`config.mk`:
```
export PLATFORM = sky130hd
export DESIGN_NAME = mac_dot_sequencer_flat
export DESIGN_NICKNAME = d
export VERILOG_FILES = /design/src/rtl/mac_dot_sequencer_if.sv /design/src/rtl/mac_dot_sequencer.sv /design/src/flat_wrapper.sv
export SDC_FILE = /design/constraint.sdc
export NUM_CORES = 1
export LEC_CHECK = 0
export ABC_AREA = 1
export BUFFER_PORTS_ARGS = -buffer_cell sky130_fd_sc_hd__buf_2
export CELL_PAD_IN_SITES_DETAIL_PLACEMENT = 0
export CELL_PAD_IN_SITES_GLOBAL_PLACEMENT = 1
export CORE_ASPECT_RATIO = 2
export CORE_UTILIZATION = 45
export CTS_BUF_LIST = sky130_fd_sc_hd__clkbuf_4 sky130_fd_sc_hd__clkbuf_8
export CTS_CLUSTER_DIAMETER = 80
export CTS_CLUSTER_SIZE = 20
export DETAILED_ROUTE_END_ITERATION = 8
export GPL_TIMING_DRIVEN = 0
export HOLD_SLACK_MARGIN = 0.1
export PLACE_DENSITY = 0.85
export RECOVER_POWER = 100
export SLEW_MARGIN = 20
export SYNTH_ARGS = -nofsm -noshare
export SYNTH_HDL_FRONTEND = slang
export SYNTH_SLANG_ARGS = --single-unit
```
`constraint.sdc`:
```
create_clock -name clk -period 4.7 [get_ports clk]
set_clock_uncertainty 0.2 [all_clocks]
set_input_delay 0.94 -clock clk [delete_from_list [all_inputs] [get_ports clk]]
set_output_delay 0.94 -clock clk [all_outputs]
set_load 0.005 [all_outputs]
```
`src/rtl/mac_dot_sequencer_if.sv`:
```
// Operand, MAC and result bundle for mac_dot_sequencer.
// slave: sequencer side; master: upstream source, MAC and result sink.
interface mac_dot_sequencer_if #(
    parameter int N  = 8,
    parameter int CW = 9
);
    logic            in_valid;
    logic            in_ready;
    logic [N-1:0]    in_w;
    logic [N-1:0]    in_x;
    logic            in_last;
    logic [N-1:0]    mac_w;
    logic [N-1:0]    mac_x;
    logic [2*N-1:0]  mac_f;
    logic            out_valid;
    logic            out_ready;
    logic [2*N-1:0]  out_sum;
    logic [CW-1:0]   out_count;
    logic            out_trunc;

    modport slave (
        input  in_valid, in_w, in_x, in_last,
        input  mac_f, out_ready,
        output in_ready, mac_w, mac_x,
        output out_valid, out_sum, out_count, out_trunc
    );

    modport master (
        output in_valid, in_w, in_x, in_last,
        output mac_f, out_ready,
        input  in_ready, mac_w, mac_x,
        input  out_valid, out_sum, out_count, out_trunc
    );
endinterface

```
`src/rtl/mac_dot_sequencer.sv`:
```
// Streams (w,x) vectors into a clear-less MAC and returns each dot product.
// Ports: clk, rst (async active-low), bus (operands, MAC link, result).
module mac_dot_sequencer #(
    parameter int N       = 8,
    parameter int MAC_LAT = 10,
    parameter int MAX_LEN = 256,
    parameter int CW      = $clog2(MAX_LEN + 1)
) (
    input  logic               clk,
    input  logic               rst,
    mac_dot_sequencer_if.slave bus
);
    localparam int DW = $clog2(MAC_LAT + 2);
    // One cycle beyond MAC_LAT so mac_f has settled before capture.
    localparam logic [DW-1:0] DRAIN_LD = DW'(MAC_LAT + 1);
    localparam logic [CW-1:0] LAST_CNT = CW'(MAX_LEN - 1);

    typedef enum logic [1:0] {
        S_IDLE,
        S_ACCUM,
        S_DRAIN,
        S_RESULT
    } state_t;

    state_t          r_state;
    state_t          w_next;
    logic            w_acc;
    logic            w_to_drain;
    logic            w_trunc_hit;
    logic [N-1:0]    r_mac_w;
    logic [N-1:0]    r_mac_x;
    logic [2*N-1:0]  r_base;
    logic [CW-1:0]   r_count;
    logic [DW-1:0]   r_drain;
    logic            r_trunc;
    logic            r_out_valid;
    logic [2*N-1:0]  r_out_sum;
    logic [CW-1:0]   r_out_count;
    logic            r_out_trunc;

    assign bus.in_ready  = rst &&
                           (r_state == S_IDLE || r_state == S_ACCUM);
    assign w_acc         = bus.in_valid && bus.in_ready;
    assign bus.mac_w     = r_mac_w;
    assign bus.mac_x     = r_mac_x;
    assign bus.out_valid = r_out_valid;
    assign bus.out_sum   = r_out_sum;
    assign bus.out_count = r_out_count;
    assign bus.out_trunc = r_out_trunc;

    always_ff @(posedge clk or negedge rst) begin
        if (!rst) r_state <= S_IDLE;
        else      r_state <= w_next;
    end

    always_comb begin
        w_next      = r_state;
        w_to_drain  = 1'b0;
        w_trunc_hit = 1'b0;
        unique case (r_state)
            S_IDLE: begin
                if (w_acc) begin
                    if (bus.in_last || MAX_LEN == 1) begin
                        w_next      = S_DRAIN;
                        w_to_drain  = 1'b1;
                        w_trunc_hit = !bus.in_last;
                    end else begin
                        w_next = S_ACCUM;
                    end
                end
            end
            S_ACCUM: begin
                if (w_acc) begin
                    if (bus.in_last) begin
                        w_next     = S_DRAIN;
                        w_to_drain = 1'b1;
                    end else if (r_count == LAST_CNT) begin
                        w_next      = S_DRAIN;
                        w_to_drain  = 1'b1;
                        w_trunc_hit = 1'b1;
                    end
                end
            end
            S_DRAIN: begin
                if (r_drain == '0) w_next = S_RESULT;
            end
            S_RESULT: begin
                if (bus.out_ready) w_next = S_IDLE;
            end
            default: w_next = S_IDLE;
        endcase
    end

    always_ff @(posedge clk or negedge rst) begin
        if (!rst) begin
            r_mac_w     <= '0;
            r_mac_x     <= '0;
            r_base      <= '0;
            r_count     <= '0;
            r_drain     <= '0;
            r_trunc     <= 1'b0;
            r_out_valid <= 1'b0;
            r_out_sum   <= '0;
            r_out_count <= '0;
            r_out_trunc <= 1'b0;
        end else begin
            // Zeros between beats leave the accumulator untouched.
            r_mac_w <= w_acc ? bus.in_w : '0;
            r_mac_x <= w_acc ? bus.in_x : '0;
            if (w_acc && r_state == S_IDLE) begin
                r_base  <= bus.mac_f;
                r_count <= CW'(1);
            end
            if (w_acc && r_state == S_ACCUM)
                r_count <= r_count + CW'(1);
            if (w_to_drain)  r_drain <= DRAIN_LD;
            if (w_trunc_hit) r_trunc <= 1'b1;
            if (r_state == S_DRAIN) begin
                if (r_drain != '0) begin
                    r_drain <= r_drain - DW'(1);
                end else begin
                    // Modular subtract stays correct across wrap.
                    r_out_sum   <= bus.mac_f - r_base;
                    r_out_count <= r_count;
                    r_out_trunc <= r_trunc;
                    r_out_valid <= 1'b1;
                end
            end
            if (r_state == S_RESULT && bus.out_ready) begin
                r_out_valid <= 1'b0;
                r_trunc     <= 1'b0;
            end
        end
    end
endmodule

```
`src/flat_wrapper.sv`:
```
// flat-port wrapper written by rule: the top's interface ports become plain ports
module mac_dot_sequencer_flat 
#(
    parameter int N       = 8,
    parameter int MAC_LAT = 10,
    parameter int MAX_LEN = 256,
    parameter int CW      = $clog2(MAX_LEN + 1)
)
  (clk, rst, bus_in_valid, bus_in_w, bus_in_x, bus_in_last, bus_mac_f, bus_out_ready, bus_in_ready, bus_mac_w, bus_mac_x, bus_out_valid, bus_out_sum, bus_out_count, bus_out_trunc);
  mac_dot_sequencer_if #(.N(N), .CW(CW)) bus_i ();
  input  logic clk;
  input  logic rst;
  input wire logic [$bits(bus_i.in_valid)-1:0] bus_in_valid;
  input wire logic [$bits(bus_i.in_w)-1:0] bus_in_w;
  input wire logic [$bits(bus_i.in_x)-1:0] bus_in_x;
  input wire logic [$bits(bus_i.in_last)-1:0] bus_in_last;
  input wire logic [$bits(bus_i.mac_f)-1:0] bus_mac_f;
  input wire logic [$bits(bus_i.out_ready)-1:0] bus_out_ready;
  output wire logic [$bits(bus_i.in_ready)-1:0] bus_in_ready;
  output wire logic [$bits(bus_i.mac_w)-1:0] bus_mac_w;
  output wire logic [$bits(bus_i.mac_x)-1:0] bus_mac_x;
  output wire logic [$bits(bus_i.out_valid)-1:0] bus_out_valid;
  output wire logic [$bits(bus_i.out_sum)-1:0] bus_out_sum;
  output wire logic [$bits(bus_i.out_count)-1:0] bus_out_count;
  output wire logic [$bits(bus_i.out_trunc)-1:0] bus_out_trunc;
  assign bus_i.in_valid = bus_in_valid;
  assign bus_i.in_w = bus_in_w;
  assign bus_i.in_x = bus_in_x;
  assign bus_i.in_last = bus_in_last;
  assign bus_i.mac_f = bus_mac_f;
  assign bus_i.out_ready = bus_out_ready;
  assign bus_in_ready = bus_i.in_ready;
  assign bus_mac_w = bus_i.mac_w;
  assign bus_mac_x = bus_i.mac_x;
  assign bus_out_valid = bus_i.out_valid;
  assign bus_out_sum = bus_i.out_sum;
  assign bus_out_count = bus_i.out_count;
  assign bus_out_trunc = bus_i.out_trunc;
  mac_dot_sequencer #(.N(N), .MAC_LAT(MAC_LAT), .MAX_LEN(MAX_LEN), .CW(CW)) u_core (.clk(clk), .rst(rst), .bus(bus_i));
endmodule
```
# Yosys cells after proc, flatten, opt, wreduce, memory -nomap -nowiden
# Cells that the tools add are included.
[word_totals]
input_bits = 37
register_bits = 75
elab_cells = 72
[op_classes]
reduce_logical = 16
add_sub_neg = 3
mux = 31
eq_ne = 10
n_bitwise = 1
[ops]
columns = ["cell", "count"]
rows = [
  ["$mux W9", 2],
  ["$mux W8", 2],
  ["$sub A16 B16 Y16", 1],
  ["$mux W1", 14],
  ["$mux W2", 7],
  ["$mux W4", 3],
  ["$add A9 B1 Y9 const B", 1],
  ["$eq A9 B8 Y1 const B", 1],
  ["$pmux W2 S4", 1],
  ["$ne A2 B1 Y1 const B", 3],
  ["$reduce_bool A2 Y1", 3],
  ["$logic_and A1 B1 Y1", 5],
  ["$reduce_and A5 Y1", 1],
  ["$eq A2 B2 Y1 const B", 2],
  ["$logic_not A4 Y1", 1],
  ["$ne A2 B2 Y1 const B", 2],
  ["$pmux W1 S2", 2],
  ["$reduce_and A2 Y1", 2],
  ["$reduce_bool A4 Y1", 1],
  ["$sub A4 B1 Y4 const B", 1],
  ["$ne A3 B3 Y1 const B", 1],
  ["$eq A2 B1 Y1 const B", 1],
  ["$logic_not A2 Y1", 1],
  ["$logic_not A1 Y1", 1],
  ["2 further kinds", 2],
]

# Logic depth before layout (Yosys ltp)
[logic_depth]
ltp_word = 9
depth_mapped = 12

# Worst setup path after synthesis
# No wires, ideal clock.
[synth_timing]
path_kind = "input port to flip-flop"
from = "input port bus_mac_f[0]"
to = "register u_core.r_out_sum[12] (netlist: u_core.bus.out_sum[12])"
setup_ns = 0.117
setup_slack_ns = 2.262
path_stages = 11
path_buffers = 0
arrival_ns = 2.120
cell_sequence = "inv_1 > ha_1 > fa_1 > inv_1 > nand3_1 > nand3_1 > nand3_1 > nand3_1 > nand2_1 > nand3_1 > nand2_1"
[synth_between]
elab_chain_len = 1
[synth_lines]
columns = ["item", "line_no", "text"]
rows = [
  ["from (decl)", "flat_wrapper.sv:17", "input wire logic [$bits(bus_i.mac_f)-1:0] bus_mac_f;"],
  ["$sub A16 B16 Y16", "mac_dot_sequencer.sv:123", "r_out_sum <= bus.mac_f - r_base;"],
  ["to (signal assigned)", "mac_dot_sequencer.sv:123", ""],
  ["to (decl)", "mac_dot_sequencer.sv:37", "logic [2*N-1:0] r_out_sum;"],
]
# No other way between the ends.
# A chain may end at the register's enable or synchronous reset.

# Final worst setup path
[layout_timing]
from = "input port rst"
to = "output port bus_in_ready"
[layout_between]
elab_chain_len = 1
[layout_lines]
columns = ["item", "line_no", "text"]
rows = [
  ["from (decl)", "flat_wrapper.sv:12", "input logic rst;"],
  ["$logic_and A1 B1 Y1", "mac_dot_sequencer.sv:41", "assign bus.in_ready = rst &&"],
  ["to (decl)", "flat_wrapper.sv:19", "output wire logic [$bits(bus_i.in_ready)-1:0] bus_in_ready;"],
]
# No other way between the ends.

==> flow_summary.toml <==
[detailed_routing]
dr.pass1.iters = 4
drtAntennaViolNets = 0
wl_per_cell_um = 13.67
routed_via_density = 4.908
num_vias = 3460
drc = 0
drt_iter0_drc = 119
route.final.wire_length_um = 9635

[synthesis]
synth_compound_area_share_pct = 9.071
synthArstFlopShare_pct = 100.0
yosys_warnings = 0
synth_cells = 508
synth_top_area_cell = "dfrtp_1"
syn-cell-area_sq_um = 4000
syn_avg_cell_area_sq_um = 7.874
synthAdderAreaFrac_pct = 7.382
synth_seq_cells = 75
synth_mux_area_share_pct = 0.2815
synth-xor-area-share_pct = 1.752
synth.most_common_cell = "nand2_1"
yosys.area_share.simple_pct = 24.02
synth-edff-count = 0
yosysSeqAreaShare_pct = 46.92
synthTopCellsByArea = "dfrtp_1 47%, nand2_1 13%, inv_1 8.8%"
synth_ff_type = "dfrtp_1"
synth.top_cell.area_share_pct = 46.92
synth_commonest_cells = "136 x nand2_1, 94 x inv_1, 75 x dfrtp_1"
synth_top_family_by_area = "simple AND/OR/NAND/NOR gates"
synthDistinctLibCells = 30
synth_fp_nets = 568

[min_path]
hold_path.class = "reg2reg"

[power]
sw_frac_of_total_pct = 40.53
p_leak_nw = 2.559
power.switching_mw = 1.039
power_density_nw_per_um2 = 553.7
clockPowerShare_pct = 19.7
ir_drop_mv = 0.2856
seqPwrFrac_pct = 37.5
pwr-share-comb_pct = 42.8
intPower_mw = 1.524

[timing]
setup_viol = 0
finalCritPeriodShare_pct = 67.14
rsz0062_at_grt = "false"
fin_setup_tns_ns = 0
timing.final.hold_violations = 0
fmax_ghz = 0.3169
period_minus_slack_ns = 3.156
relSlewSlack_pct = 60.82
tightest_slew_ns = 0.5877
slew_viol_final = 0

[worst_setup_path]
critPathMaxStageDelay_ns = 0.37
crit_fanout = 44
crit_path_cell_trace = "buf_4, buf_12, inv_1, nor2_1, clkbuf_1"
start_kind = "input port"
critPathBufInv = 4
end_kind = "output port"
cp.required_ns = 3.56
critPathKind = "in2out"
arrival_ns = 2.02
crit_family = "buffers and inverters"
cp_slowest_cell = "buf_4"

[layout]
antennaDiodeCount = 0
final_util_pct = 53.53
drive_gt1_share_pct = 11.74
num-nets-final = 660
syn2layout_area_growth_pct = 15.73

[clocking]
cts_tree = "done"
numClockSinks = 75
cts_hold_buf = 0
clock-root-buffer = "clkbuf_8"
cts_setup_buffers = 0
cts_buffers = 9
clk_pin_slew_ns = 0.08
h-tree-depth = 3
clockBufferDepth = 2
clock_latency_ns = 0.36
post_cts_resized = 0

[global_routing]
grt_max_degree = 45
grt_overflow = 0
grt_pass1_wl_um = 15630
first_global_vias = 3471
grt_usage_pct = 23.34
antenna_found_initial = 0

[place]
routabilityCongestion = 0.8315
port_buffers = 80
dp_hpwl_um = 7583

[floorplan]
coreArea_sq_um = 8648
dieArea_sq_um = 9293
row_count = 48
die_w_um = 68.67
io_pins = 81
initial_core_util_pct = 46.25
die_y_um = 135.3

[status]
outcome = "finished, final reports clean"

[run]
maxCapViolations = 0
## cells in the final DEF, fill, tap and decap left out, drive strengths merged
cell type and n:
a21oi 28, and2 1, bufinv 1, clkinv 3, clkbuf 52, buf 50, nand3b 2, nand4 1
xnor2 4, ha 22, nand2 138, or2 3, dfrtp 75, inv 96, nand3 25, nor2 50
xor2 4, o211ai 1, fa 1, clkinvlp 1, o21a 2, nor3 9, mux2 1, o21ai 28
o22ai 7
## metrics by stage
stage,power [mW],instances,instance area [sq um],setup slack [ns],hold slack (ns)
floorplan,1.752,508,4000,2.262,0.2496
global placement,2.095,688,4526,0.7543,0.2611
detailed placement,2.136,689,4548,1.502,0.2608
CTS,2.651,705,4745,1.500,0.2817
global route,2.802,705,4629,1.367,0.3111
finish,2.563,705,4629,1.544,0.2817
## layer usage
metal  wire length (um)  vias up  global-route usage (%)
met5                  0        -                       0
met4                456        0                   13.54
met3                374       25                   5.892
met2               5273       82                   42.27
met1               3530     1597                   22.34
li1                   -     1756                       -
## cell families after synthesis
logic type | after synthesis
AOI/OAI and AO/OA | 66
adders and majority gates | 23
buffers and inverters | 106
muxes | 1
and+or+nand+nor | 229
xor gates and xnor gates | 8
DFF | 75
## tightest hold or removal path: cells and delay by family, from the launching register on
kind          cells  cell delay [ns]
flops             1             0.35
simple gates      2             0.11
## sequential cells by signal, indices dropped and copies added, names as in the netlist
name	count
u_core.r_trunc	1
u_core.bus.out_sum	16
u_core.bus.mac_w	8
u_core.r_drain	4
u_core.bus.out_trunc	1
u_core.r_state	2
u_core.r_count	9
u_core.r_base	16
u_core.bus.out_valid	1
u_core.bus.out_count	9
u_core.bus.mac_x	8
## final cells by class
cell class	instances	area [sq um]
repair buffers	81	379.1
inverters	95	356.6
plain buffers	11	45.04
clock buffers	10	131.4
well taps	100	125.1
fillers	884	4019
flip-flops and latches	75	1877
clock inverters	6	65.06
multi-input cells	327	1650
## worst paths after layout
path / start / slack (ns) / to / cells after the start
worst max-delay path: rst / 1.54 / bus_in_ready / 5
worst min-delay path: u_core.bus.out_trunc / 0.28 / u_core.bus.out_trunc / 2
worst max register to register: u_core.r_state[1] / 2.30 / u_core.r_count[3] / 9
worst min register to register: u_core.bus.out_trunc / 0.28 / u_core.bus.out_trunc / 2
max in group asynchronous: rst / 3.39 / u_core.r_state[0] / 2
min in group asynchronous: rst / 0.32 / u_core.r_base[10] / 1
## power by group through the flow
stage	combinational [mW]	sequential, mW	clock [mW]
2_1_floorplan	0.784	0.968	0
3_3_place_gp	1.13	0.967	0
3_5_place_dp	1.16	0.973	0
4_1_cts	1.17	0.962	0.520
5_1_grt	1.27	0.995	0.538
6_report	1.10	0.961	0.505
Power figures use the tool's default switching activity.
